--- src/rtl/umem_pkg.sv ---
// Shared definitions for the unified-memory arbiter: who owns the memory
// transaction in flight, default timing parameters and a counter-width helper.
package umem_pkg;

  typedef enum logic [1:0] {
    OWN_NONE = 2'd0,
    OWN_I    = 2'd1,
    OWN_D    = 2'd2
  } owner_e;

  localparam int DEF_LAT        = 2;
  localparam int DEF_STARVE_MAX = 4;

  // Bits needed to hold any value in 0..maxVal (never less than one bit).
  function automatic int cntWidth(input int maxVal);
    return (maxVal < 2) ? 1 : $clog2(maxVal + 1);
  endfunction

endpackage

--- src/rtl/umem_prio_sel.sv ---
// Winner selection between fetch and data requests. Data normally wins, but
// after STARVE_MAX contested data wins the fetch side is forced through once.
module umem_prio_sel
  import umem_pkg::*;
#(
  parameter int STARVE_MAX = DEF_STARVE_MAX,
  parameter int SW         = cntWidth(STARVE_MAX)
) (
  input  logic          clk,
  input  logic          reset,
  input  logic          i_req,
  input  logic          d_req,
  input  logic          free,
  output logic          sel_i,
  output logic          sel_d,
  output logic [SW-1:0] scnt
);

  logic [SW-1:0] r_scnt;
  logic          w_starved;
  logic          w_selI;
  logic          w_selD;

  assign w_starved = (r_scnt == SW'(STARVE_MAX));

  // Pick at most one winner, and only when the memory can take a new request.
  always_comb begin
    w_selI = 1'b0;
    w_selD = 1'b0;
    if (free) begin
      if (i_req && d_req) begin
        if (w_starved) begin
          w_selI = 1'b1;
        end else begin
          w_selD = 1'b1;
        end
      end else if (i_req) begin
        w_selI = 1'b1;
      end else if (d_req) begin
        w_selD = 1'b1;
      end
    end
  end

  // Count data wins that left a fetch waiting; a fetch win wipes the slate.
  always_ff @(posedge clk or negedge reset) begin
    if (!reset) begin
      r_scnt <= '0;
    end else if (w_selI) begin
      r_scnt <= '0;
    end else if (w_selD && i_req && !w_starved) begin
      r_scnt <= r_scnt + 1'b1;
    end
  end

  assign sel_i = w_selI;
  assign sel_d = w_selD;
  assign scnt  = r_scnt;

endmodule

--- src/rtl/umem_arbiter.sv ---
// Shares one single-port memory between the fetch port and the data port.
// One transaction is outstanding at a time; its response arrives LAT cycles
// after acceptance, and a new request may be accepted in that same cycle.
module umem_arbiter
  import umem_pkg::*;
#(
  parameter int LAT        = DEF_LAT,
  parameter int STARVE_MAX = DEF_STARVE_MAX,
  parameter int AW         = 32,
  parameter int DW         = 32
) (
  input  logic            clk,
  input  logic            reset,
  input  logic            i_req,
  input  logic [AW-1:0]   i_addr,
  output logic            i_gnt,
  output logic            i_rvalid,
  output logic [DW-1:0]   i_rdata,
  input  logic            d_req,
  input  logic            d_we,
  input  logic [AW-1:0]   d_addr,
  input  logic [DW/8-1:0] d_byteen,
  input  logic [DW-1:0]   d_wdata,
  output logic            d_gnt,
  output logic            d_rvalid,
  output logic [DW-1:0]   d_rdata,
  output logic            mem_req,
  output logic            mem_we,
  output logic [AW-1:0]   mem_addr,
  output logic [DW/8-1:0] mem_byteen,
  output logic [DW-1:0]   mem_wdata,
  input  logic [DW-1:0]   mem_rdata
);

  localparam int CW = cntWidth(LAT);
  localparam int SW = cntWidth(STARVE_MAX);

  logic [CW-1:0] r_cnt;
  logic [CW-1:0] w_cntNext;
  owner_e        r_owner;
  owner_e        w_ownerNext;
  logic          r_we;
  logic          w_weNext;

  logic          w_free;
  logic          w_resp;
  logic          w_grant;
  logic          w_selI;
  logic          w_selD;
  logic [SW-1:0] w_scnt;

  // Gating with reset keeps every output quiet while reset is held.
  assign w_free  = reset && ((r_cnt == '0) || (r_cnt == CW'(1)));
  assign w_resp  = reset && (r_cnt == CW'(1));
  assign w_grant = w_selI || w_selD;

  umem_prio_sel #(
    .STARVE_MAX (STARVE_MAX),
    .SW         (SW)
  ) u_prioSel (
    .clk   (clk),
    .reset (reset),
    .i_req (i_req),
    .d_req (d_req),
    .free  (w_free),
    .sel_i (w_selI),
    .sel_d (w_selD),
    .scnt  (w_scnt)
  );

  assign i_gnt = w_selI;
  assign d_gnt = w_selD;

  // Steer the winner's request onto the memory; reads never carry enables.
  always_comb begin
    mem_req    = 1'b0;
    mem_we     = 1'b0;
    mem_addr   = '0;
    mem_byteen = '0;
    mem_wdata  = '0;
    if (w_selI) begin
      mem_req  = 1'b1;
      mem_addr = i_addr;
    end else if (w_selD) begin
      mem_req  = 1'b1;
      mem_we   = d_we;
      mem_addr = d_addr;
      if (d_we) begin
        mem_byteen = d_byteen;
        mem_wdata  = d_wdata;
      end
    end
  end

  // Route the memory response to whichever port owns the finishing access.
  always_comb begin
    i_rvalid = 1'b0;
    i_rdata  = '0;
    d_rvalid = 1'b0;
    d_rdata  = '0;
    if (w_resp) begin
      if (r_owner == OWN_I) begin
        i_rvalid = 1'b1;
        i_rdata  = mem_rdata;
      end else if (r_owner == OWN_D) begin
        d_rvalid = 1'b1;
        if (!r_we) begin
          d_rdata = mem_rdata;
        end
      end
    end
  end

  // A grant restarts the latency countdown; otherwise count down to idle.
  always_comb begin
    w_cntNext   = r_cnt;
    w_ownerNext = r_owner;
    w_weNext    = r_we;
    if (w_grant) begin
      w_cntNext   = CW'(LAT);
      w_ownerNext = w_selI ? OWN_I : OWN_D;
      w_weNext    = w_selD && d_we;
    end else if (r_cnt != '0) begin
      w_cntNext = r_cnt - 1'b1;
      if (r_cnt == CW'(1)) begin
        w_ownerNext = OWN_NONE;
        w_weNext    = 1'b0;
      end
    end
  end

  // Transaction bookkeeping; reset drops any access still in flight.
  always_ff @(posedge clk or negedge reset) begin
    if (!reset) begin
      r_cnt   <= '0;
      r_owner <= OWN_NONE;
      r_we    <= 1'b0;
    end else begin
      r_cnt   <= w_cntNext;
      r_owner <= w_ownerNext;
      r_we    <= w_weNext;
    end
  end

  aGntExclusive: assert property (@(posedge clk) disable iff (!reset)
    !(i_gnt && d_gnt));

  aMemReqIsGrant: assert property (@(posedge clk) disable iff (!reset)
    mem_req == (i_gnt || d_gnt));

  aScntBounded: assert property (@(posedge clk) disable iff (!reset)
    w_scnt <= SW'(STARVE_MAX));

endmodule

--- config.mk ---
export PLATFORM = sky130hd
export DESIGN_NAME = umem_arbiter
export DESIGN_NICKNAME = d
export VERILOG_FILES = /design/src/rtl/umem_pkg.sv /design/src/rtl/umem_prio_sel.sv /design/src/rtl/umem_arbiter.sv
export SDC_FILE = /design/constraint.sdc
export NUM_CORES = 1
export LEC_CHECK = 0
export ABC_CLOCK_PERIOD_IN_PS = 2100
export CAP_MARGIN = 20
export CORE_AREA = 8 8 99 101
export DETAILED_ROUTE_END_ITERATION = 8
export DIE_AREA = 0 0 107 109
export DONT_BUFFER_PORTS = 1
export PLACE_DENSITY = 0.44
export SKIP_CTS_REPAIR_TIMING = 1
export SYNTH_ARGS = -nofsm -noshare
export SYNTH_HDL_FRONTEND = slang
export SYNTH_SLANG_ARGS = --single-unit
--- constraint.sdc ---
create_clock -name clk -period 2.1 [get_ports clk]
set_input_delay 0.63 -clock clk [delete_from_list [all_inputs] [get_ports clk]]
set_output_delay 0.63 -clock clk [all_outputs]
set_load 0.1 [all_outputs]
[After elaboration in Yosys (flattened, before gate mapping)]
Index checks and enable logic that the tools add are counted.
Widths: inputs -> output; s select.
Storage, ports and cells
  flip-flop bits (word level): 8
  input port bits: 137
  output and inout bits: 138
  logic and storage cells: 68
Operators by class
  $add $sub $neg: 2
  equal/unequal tests: 4
  multiplexer cells: 43
  reductions and logical operators: 15
Operator list (number)
  $mux 32: 11
  $mux 1: 21
  $mux 2: 6
  $mux 4: 3
  $reduce_bool 2->1: 4
  $logic_and 1x1->1: 6
  $mux 3: 2
  $eq 2x1->1 const B: 2
  $add 3x1->3 const B: 1
  $eq 3x3->1 const B: 1
  $eq 2x2->1 const B: 1
  $logic_not 2->1: 1
  $logic_or 1x1->1: 2
  $reduce_and 2->1: 1
  $sub 2x1->2 const B: 1
  $logic_not 1->1: 1

[Depth between registers and ports, before layout]
Gate-level depths: netlist (run 1).
  word-level depth: 8
  mapped depth: 7
  mapped depth without buffers: 5

[Hierarchy]
Synthesis (run 1) repeated with hierarchy kept, for this count alone.
Second synthesis, totals
  cells, all modules: 207
  area total of the unflattened synthesis: 1544.0 µm²
Modules (own cells, without submodules)
  umem_arbiter: instances 1, cells an instance 186, area each 1333.8 µm², seq. area each 125.1 µm²
  umem_prio_sel: instances 1, cells an instance 21, area each 210.2 µm², seq. area each 75.1 µm²

[Worst setup path after synthesis (run 1)]
No wires, ideal clock.
  path kind: flip-flop to output port
  start: reg r_cnt[1]
  end: out d_rvalid
  data arrival time: 2.954 ns
  required time: 1.470 ns
  path slack: -1.484 ns
  stages on the path, launching flop included: 5
  path buffers: 0
  path through: dfrtp_1 inv_1 ha_1 nand2_1 nor3b_1
Between the ends
  longest elaborated chain between the ends: 3
RTL lines
  from (decl): line umem_arbiter.sv:38  | logic [CW-1:0] r_cnt;
  from (signal assigned): line umem_arbiter.sv:139  | r_cnt <= w_cntNext;
  $eq 2x1->1: line umem_arbiter.sv:54  | assign w_resp = reset && (r_cnt == CW'(1));
  $logic_and 1x1->1: line umem_arbiter.sv:54
  $mux 1: line umem_arbiter.sv:101  | if (w_resp) begin
  to (decl): line umem_arbiter.sv:25  | output logic d_rvalid,
No other way between the ends.

[Final worst setup path (run 1)]
  start: reg r_cnt[0]
  end: out mem_wdata[11]
Between the ends
  longest elaborated chain between the ends: 6
  elaborated cells between the ends (all ways): 8
  classes of those cells: eq/ne (1); mux (4); reduce/logical (3)
RTL lines
  $eq 2x1->1 or $logic_not 2->1 (tied branches): line umem_arbiter.sv:53  | assign w_free = reset && ((r_cnt == '0) || (r_cnt == CW'(1)));
  $logic_or 1x1->1 *: line umem_arbiter.sv:53
  $logic_and 1x1->1 *: line umem_arbiter.sv:53
  $mux 1: line umem_prio_sel.sv:30  | if (free) begin
  $mux 32: line umem_arbiter.sv:84  | end else if (w_selD) begin
  $mux 32 *: line umem_arbiter.sv:81  | if (w_selI) begin
  to (decl): line umem_arbiter.sv:31  | output logic [DW-1:0] mem_wdata,
Mark *: on every way between the ends. The rest lies on a longest branch, timed or not.

==> impl_metrics.ini, run 1 <==
[sta]
fin_worst_skew_ps = 0.8950
hold_viol = 0
finalSetupViolCount = 137
rsz0062_at_grt = true
fin_ws_ps = -409.6
timing.final.max_slew_violations = 0
fmaxAchievable_ghz = 0.3985
maxSlewHeadroom_pct = 54.45
tns_ps = -44660
period_minus_slack_ps = 2510
period_share_pct = 119.5
worstMarginPinSlew_ps = 681.7

[cts]
clkTransAtPathRegs_ps = 40
clock_path_buffers = 2
htreeDepth = 1
cts_root_buf = clkbuf_8
cts_tree = yes
insertion_delay_ps = 220
cts_buffers = 3
clock_sinks = 8

[power_and_ir_drop]
finalPower_mw = 4.951
leakage_nw = 1.921
vdd_drop_max_mv = 0.6577
power_density_nw_per_um2 = 986.8

[worst_setup_path]
arrival_ps = 1880
cp_max_fo = 9
cp.required_ps = 1470
start_kind = register
path_class = reg -> out
slowest_delay_ps = 420
crit_chain = inv_1, ha_2, o21ai_4, nor4b_4, buf_6, clkbuf_16, and2_4
crit_path_end_kind = primary output
crit_slowest_cell = dfrtp_1

[die]
start_util_pct = 21.02
dieArea_um2 = 11660
ioPinCount = 275
fp-row-count = 34
coreArea_um2 = 8381
die_h_um = 109
die_w_um = 107

[yosys]
avgSynthCellArea_um2 = 6.383
synth_cells = 276
yosysUniqueCellTypes = 30
yosysTopAreaCell = and2_1
synth_area_um2 = 1762
seq_area_frac_synth_pct = 11.36
synth_seq_cells = 8
yosys_warnings = 0
synth_top_area_share_pct = 35.51
synthTopCellsByArea = and2_1, nand3_1, dfrtp_1, a21oi_1, buf_2
syn_nets = 417

[routing]
vias = 2414
final_antenna_net_count = 0
wl_um = 10920
drt-wirelength-per-cell_um = 22.90
vias_per_cell = 5.061
drtIter0Drc = 123
route.detailed.drc = 0
first_pass_iters = 4

[final_layout]
instances_no_fill = 477
post-route-util_pct = 59.87
layout-drive-gt1-share_pct = 82.11
diodes = 0
n_fill_cell = 651
layout.nets = 512
syn_to_final_growth_pct = 184.8

[place]
hpwl_um = 8437
dp_slack_ps = -150.9
placed_cells = 454
port_buffers = 0
place_congestion = 0.7405

[global_routing]
grt_pass1_wl_um = 14290
antenna_found_initial = 0
grt_pass1_vias = 2505
grt_start_max_net_pins = 39
grt-ovfl-total = 0
grt_use_total_pct = 15.07

[run_status]
status = finished, violations left
violations = setup timing

[job]
max_cap_viol_count = 0

[min_path]
hp-class = in -> async
-- final timing paths --
kind	startpoint	to	slack, ps	cells after the start
max in group asynchronous	reset	r_we$_DFFE_PN0P_	1930	0
worst min register to register	r_we$_DFFE_PN0P_	r_we$_DFFE_PN0P_	540	1
worst max register to register	r_cnt[0]$_DFFE_PN0P_	r_cnt[1]$_DFFE_PN0P_	240	7
worst min-delay path	reset	u_prioSel.scnt[2]$_DFFE_PN0P_	100	0
worst max-delay path	r_cnt[0]$_DFFE_PN0P_	mem_wdata[11]	-410	7
min in group clk	r_we$_DFFE_PN0P_	r_we$_DFFE_PN0P_	540	1
-- cells in the mapped netlist --
| cell | n |
|---|---|
| buf_6 | 2 |
| nand3_1 | 64 |
| a21o_1 | 1 |
| a2bb2o_1 | 2 |
| buf_4 | 4 |
| nor2_1 | 6 |
| clkbuf_1 | 8 |
| nor3b_2 | 1 |
| xor2_1 | 1 |
| and2_1 | 100 |
| a211o_1 | 1 |
| a21oi_1 | 32 |
| a2bb2oi_1 | 1 |
| inv_1 | 7 |
| nor4b_2 | 2 |
| dfrtp_1 | 8 |
| nor3b_1 | 1 |
| a21bo_1 | 1 |
| a22o_1 | 1 |
| ha_1 | 4 |
| buf_1 | 5 |
| o21ai_1 | 1 |
| nand3_2 | 1 |
| nor3_1 | 2 |
| or2_1 | 1 |
| buf_2 | 10 |
| mux2i_1 | 1 |
| nand2_1 | 6 |
| mux2_2 | 1 |
| o211ai_1 | 1 |
-- report_power, final --
part	internal (mW)	switching [mW]	total, mW
Combinational	1.69	2.77	4.46
Clock	0.124	0.0563	0.180
Sequential	0.228	0.0855	0.314
Total	2.04	2.91	4.95
-- stage by stage --
stage / area (µm²) / hold WS, ps
2_1_floorplan: 2838 / 334.4
3_5_place_dp: 4498 / 335.3
4_1_cts: 4539 / 94.97
5_1_grt: 5017 / 84.81
3_3_place_gp: 4498 / 335.2
6_report: 5017 / 101.0
-- layout make-up --
class | count | area (µm²) | area share [%]
clock buffers | 3 | 41.29 | 0.8229
flip-flops and latches | 8 | 200.2 | 3.990
multi-input cells | 232 | 2389 | 47.61
inverters | 7 | 26.28 | 0.5237
repair buffers | 119 | 2226 | 44.36
well taps | 108 | 135.1 | 2.693
-- critical path: cells and delay by family (launching register included) --
kind	cells	cell delay [ps]
simple gates	2	550
fa+ha+maj	1	200
flops	1	420
buf+inv	3	410
compound gates	1	70
-- sequential cells by signal, indices dropped and copies added (netlist names) --
register	count
r_cnt	2
r_owner	2
r_we	1
u_prioSel.scnt	3
-- layout by cell type, fill, tap and decap left out, types with 3 or more instances in the layout --
cell / synthesis / routed
a21oi_4: 0 / 32
and2_4: 0 / 100
buf_12: 0 / 84
buf_4: 4 / 12
buf_6: 2 / 7
buf_8: 0 / 3
clkbuf_16: 0 / 11
clkbuf_8: 0 / 3
dfrtp_1: 8 / 8
inv_1: 7 / 4
inv_2: 0 / 3
nand2_1: 6 / 5
nand3_1: 64 / 33
nand3_2: 1 / 16
nand3_4: 0 / 16
nor2_1: 6 / 3
nor2_4: 0 / 3
-- kinds of logic after synthesis --
group / after synthesis / synth area share [%]
simple gates: 184 / 60.58
compound gates: 41 / 13.42
buf+inv: 36 / 10.09
flops: 8 / 11.36
fa+ha+maj: 4 / 2.841
mux: 2 / 1.207
xor+xnor: 1 / 0.4972
-- routing by layer --
layer | vias up | track usage [%] | wire length [µm]
met3 | 4 | 7.092 | 1179
li1 | 1111 | - | -
met1 | 1157 | 15.75 | 3607
met4 | 0 | 2.312 | 74
met2 | 142 | 27.44 | 6061
met5 | - | 0 | 0
Note: power is estimated with default switching activity, not from simulation.
==> inputs of run 2 (changes only) <==
PLACE_DENSITY = 0.46   (was 0.44)
==> impl_metrics.ini, run 2 (same netlist as run 1, synthesis figures left out) <==
[run_status]
status = finished, violations left
violations = setup timing

[routing]
route.detailed.drc = 0
final_antenna_net_count = 0
drt-wirelength-per-cell_um = 23.82
vias = 2367
first_pass_iters = 4
vias_per_cell = 5.015
drtIter0Drc = 80
wl_um = 11240

[power_and_ir_drop]
clock_power_share_pct = 3.8
finalPower_mw = 4.987
sequentialPowerShare_pct = 6.1
internal-power_mw = 2.061
leakage_nw = 1.887
netSwitchingPower_mw = 2.927
vdd_drop_max_mv = 0.7822
power_density_nw_per_um2 = 1015
combPwrFrac_pct = 90.1
swShare_pct = 58.68

[sta]
period_share_pct = 118.6
period_minus_slack_ps = 2490
fin_worst_skew_ps = 1.384
fin_ws_ps = -389.6
timing.final.max_slew_violations = 0
fmaxAchievable_ghz = 0.4017
finalSetupViolCount = 137
hold_viol = 0
worstMarginPinSlew_ps = 645.6
holdWs_ps = 93.60
maxSlewHeadroom_pct = 56.86
rsz0062_at_grt = true

[final_layout]
layout-drive-gt1-share_pct = 82.14
stdcell_area_um2 = 4915
multi_input_area_um2 = 2394
syn_to_final_growth_pct = 179.0
layout.nets = 507
layout.cells.most_common = and2_4
post-route-util_pct = 58.64
final_cell_mix = and2_4, buf_12, nand3_1, a21oi_4, nand3_2
n_fill_cell = 679
diodes = 0
regArea_um2 = 200.2
largest_reg_flops = 3

[global_routing]
grt_start_max_net_pins = 39
grt_pass1_vias = 2359
grt-ovfl-total = 0
antenna_found_initial = 0
grt_use_total_pct = 14.74
grt_pass1_wl_um = 13990

[die]
start_util_pct = 21.02
fp-row-count = 34
ioPinCount = 275
coreArea_um2 = 8381
dieArea_um2 = 11660
die_w_um = 107
die_h_um = 109

[cts]
clock_sinks = 8
insertion_delay_ps = 230
cts_buffers = 3
clock_path_buffers = 2
cts_root_buf = clkbuf_8
clkTransAtPathRegs_ps = 40
cts_tree = yes
htreeDepth = 1

[worst_setup_path]
slowest_delay_ps = 420
critPathTopFamily = simple AND/OR/NAND/NOR gates
crit_path_end_kind = primary output
path_class = reg -> out
crit_slowest_cell = dfrtp_1
cp_max_fo = 10
crit_chain = inv_1, ha_2, o21ai_4, nor4b_4, buf_6, clkbuf_16, and2_4
cp.required_ps = 1470
start_kind = register
arrival_ps = 1860
worst-path-buf-inv = 3

[job]
max_cap_viol_count = 0

[place]
place_congestion = 0.7218
port_buffers = 0
hpwl_um = 8366
placed_cell_area_um2 = 4323
dp_slack_ps = -172.6

[min_path]
hp-class = in -> async
==> run 2: power groups by stage <==
stage                     Clock, mW  Sequential [mW]  Combinational, mW
final                         0.190            0.305               4.49
after global routing          0.203            0.312               4.65
after CTS                     0.191            0.300               3.95
after detailed placement          0            0.303               3.94
after global placement            0            0.297               3.91
after floorplan                   0            0.297               3.00
==> run 2: area by class of cell <==
type	count	area share, %
timing repair buffer	114	43.10
sequential	8	4.073
inverter	7	0.5346
multi-input combinational	232	48.70
clock buffer	3	0.8401
tap	108	2.750
==> run 2: stage by stage <==
stage,cells,TNS (ps)
5_1_grt,472,-51070
2_1_floorplan,276,-27750
6_report,472,-44750
4_1_cts,447,-47020
3_3_place_gp,444,-8896
3_5_place_dp,444,-13800
==> run 2: routing by layer <==
layer / part of all wire, % / track usage (%)
met1: 35 / 15.37
met2: 57 / 29.13
met3: 7.6 / 4.255
met4: 0.58 / 1.709
met5: 0 / 0
==> run 2: final timing paths <==
kind,from,end,slack (ps),cells past startpoint
max reg2reg,r_cnt[0]$_DFFE_PN0P_,r_cnt[0]$_DFFE_PN0P_,270,7
min reg2reg,r_we$_DFFE_PN0P_,r_we$_DFFE_PN0P_,540,1
min,reset,u_prioSel.scnt[0]$_DFFE_PN0P_,90,0
max in group asynchronous,reset,r_we$_DFFE_PN0P_,1930,0
min in group clk,r_we$_DFFE_PN0P_,r_we$_DFFE_PN0P_,540,1
max,r_cnt[0]$_DFFE_PN0P_,mem_wdata[11],-390,7
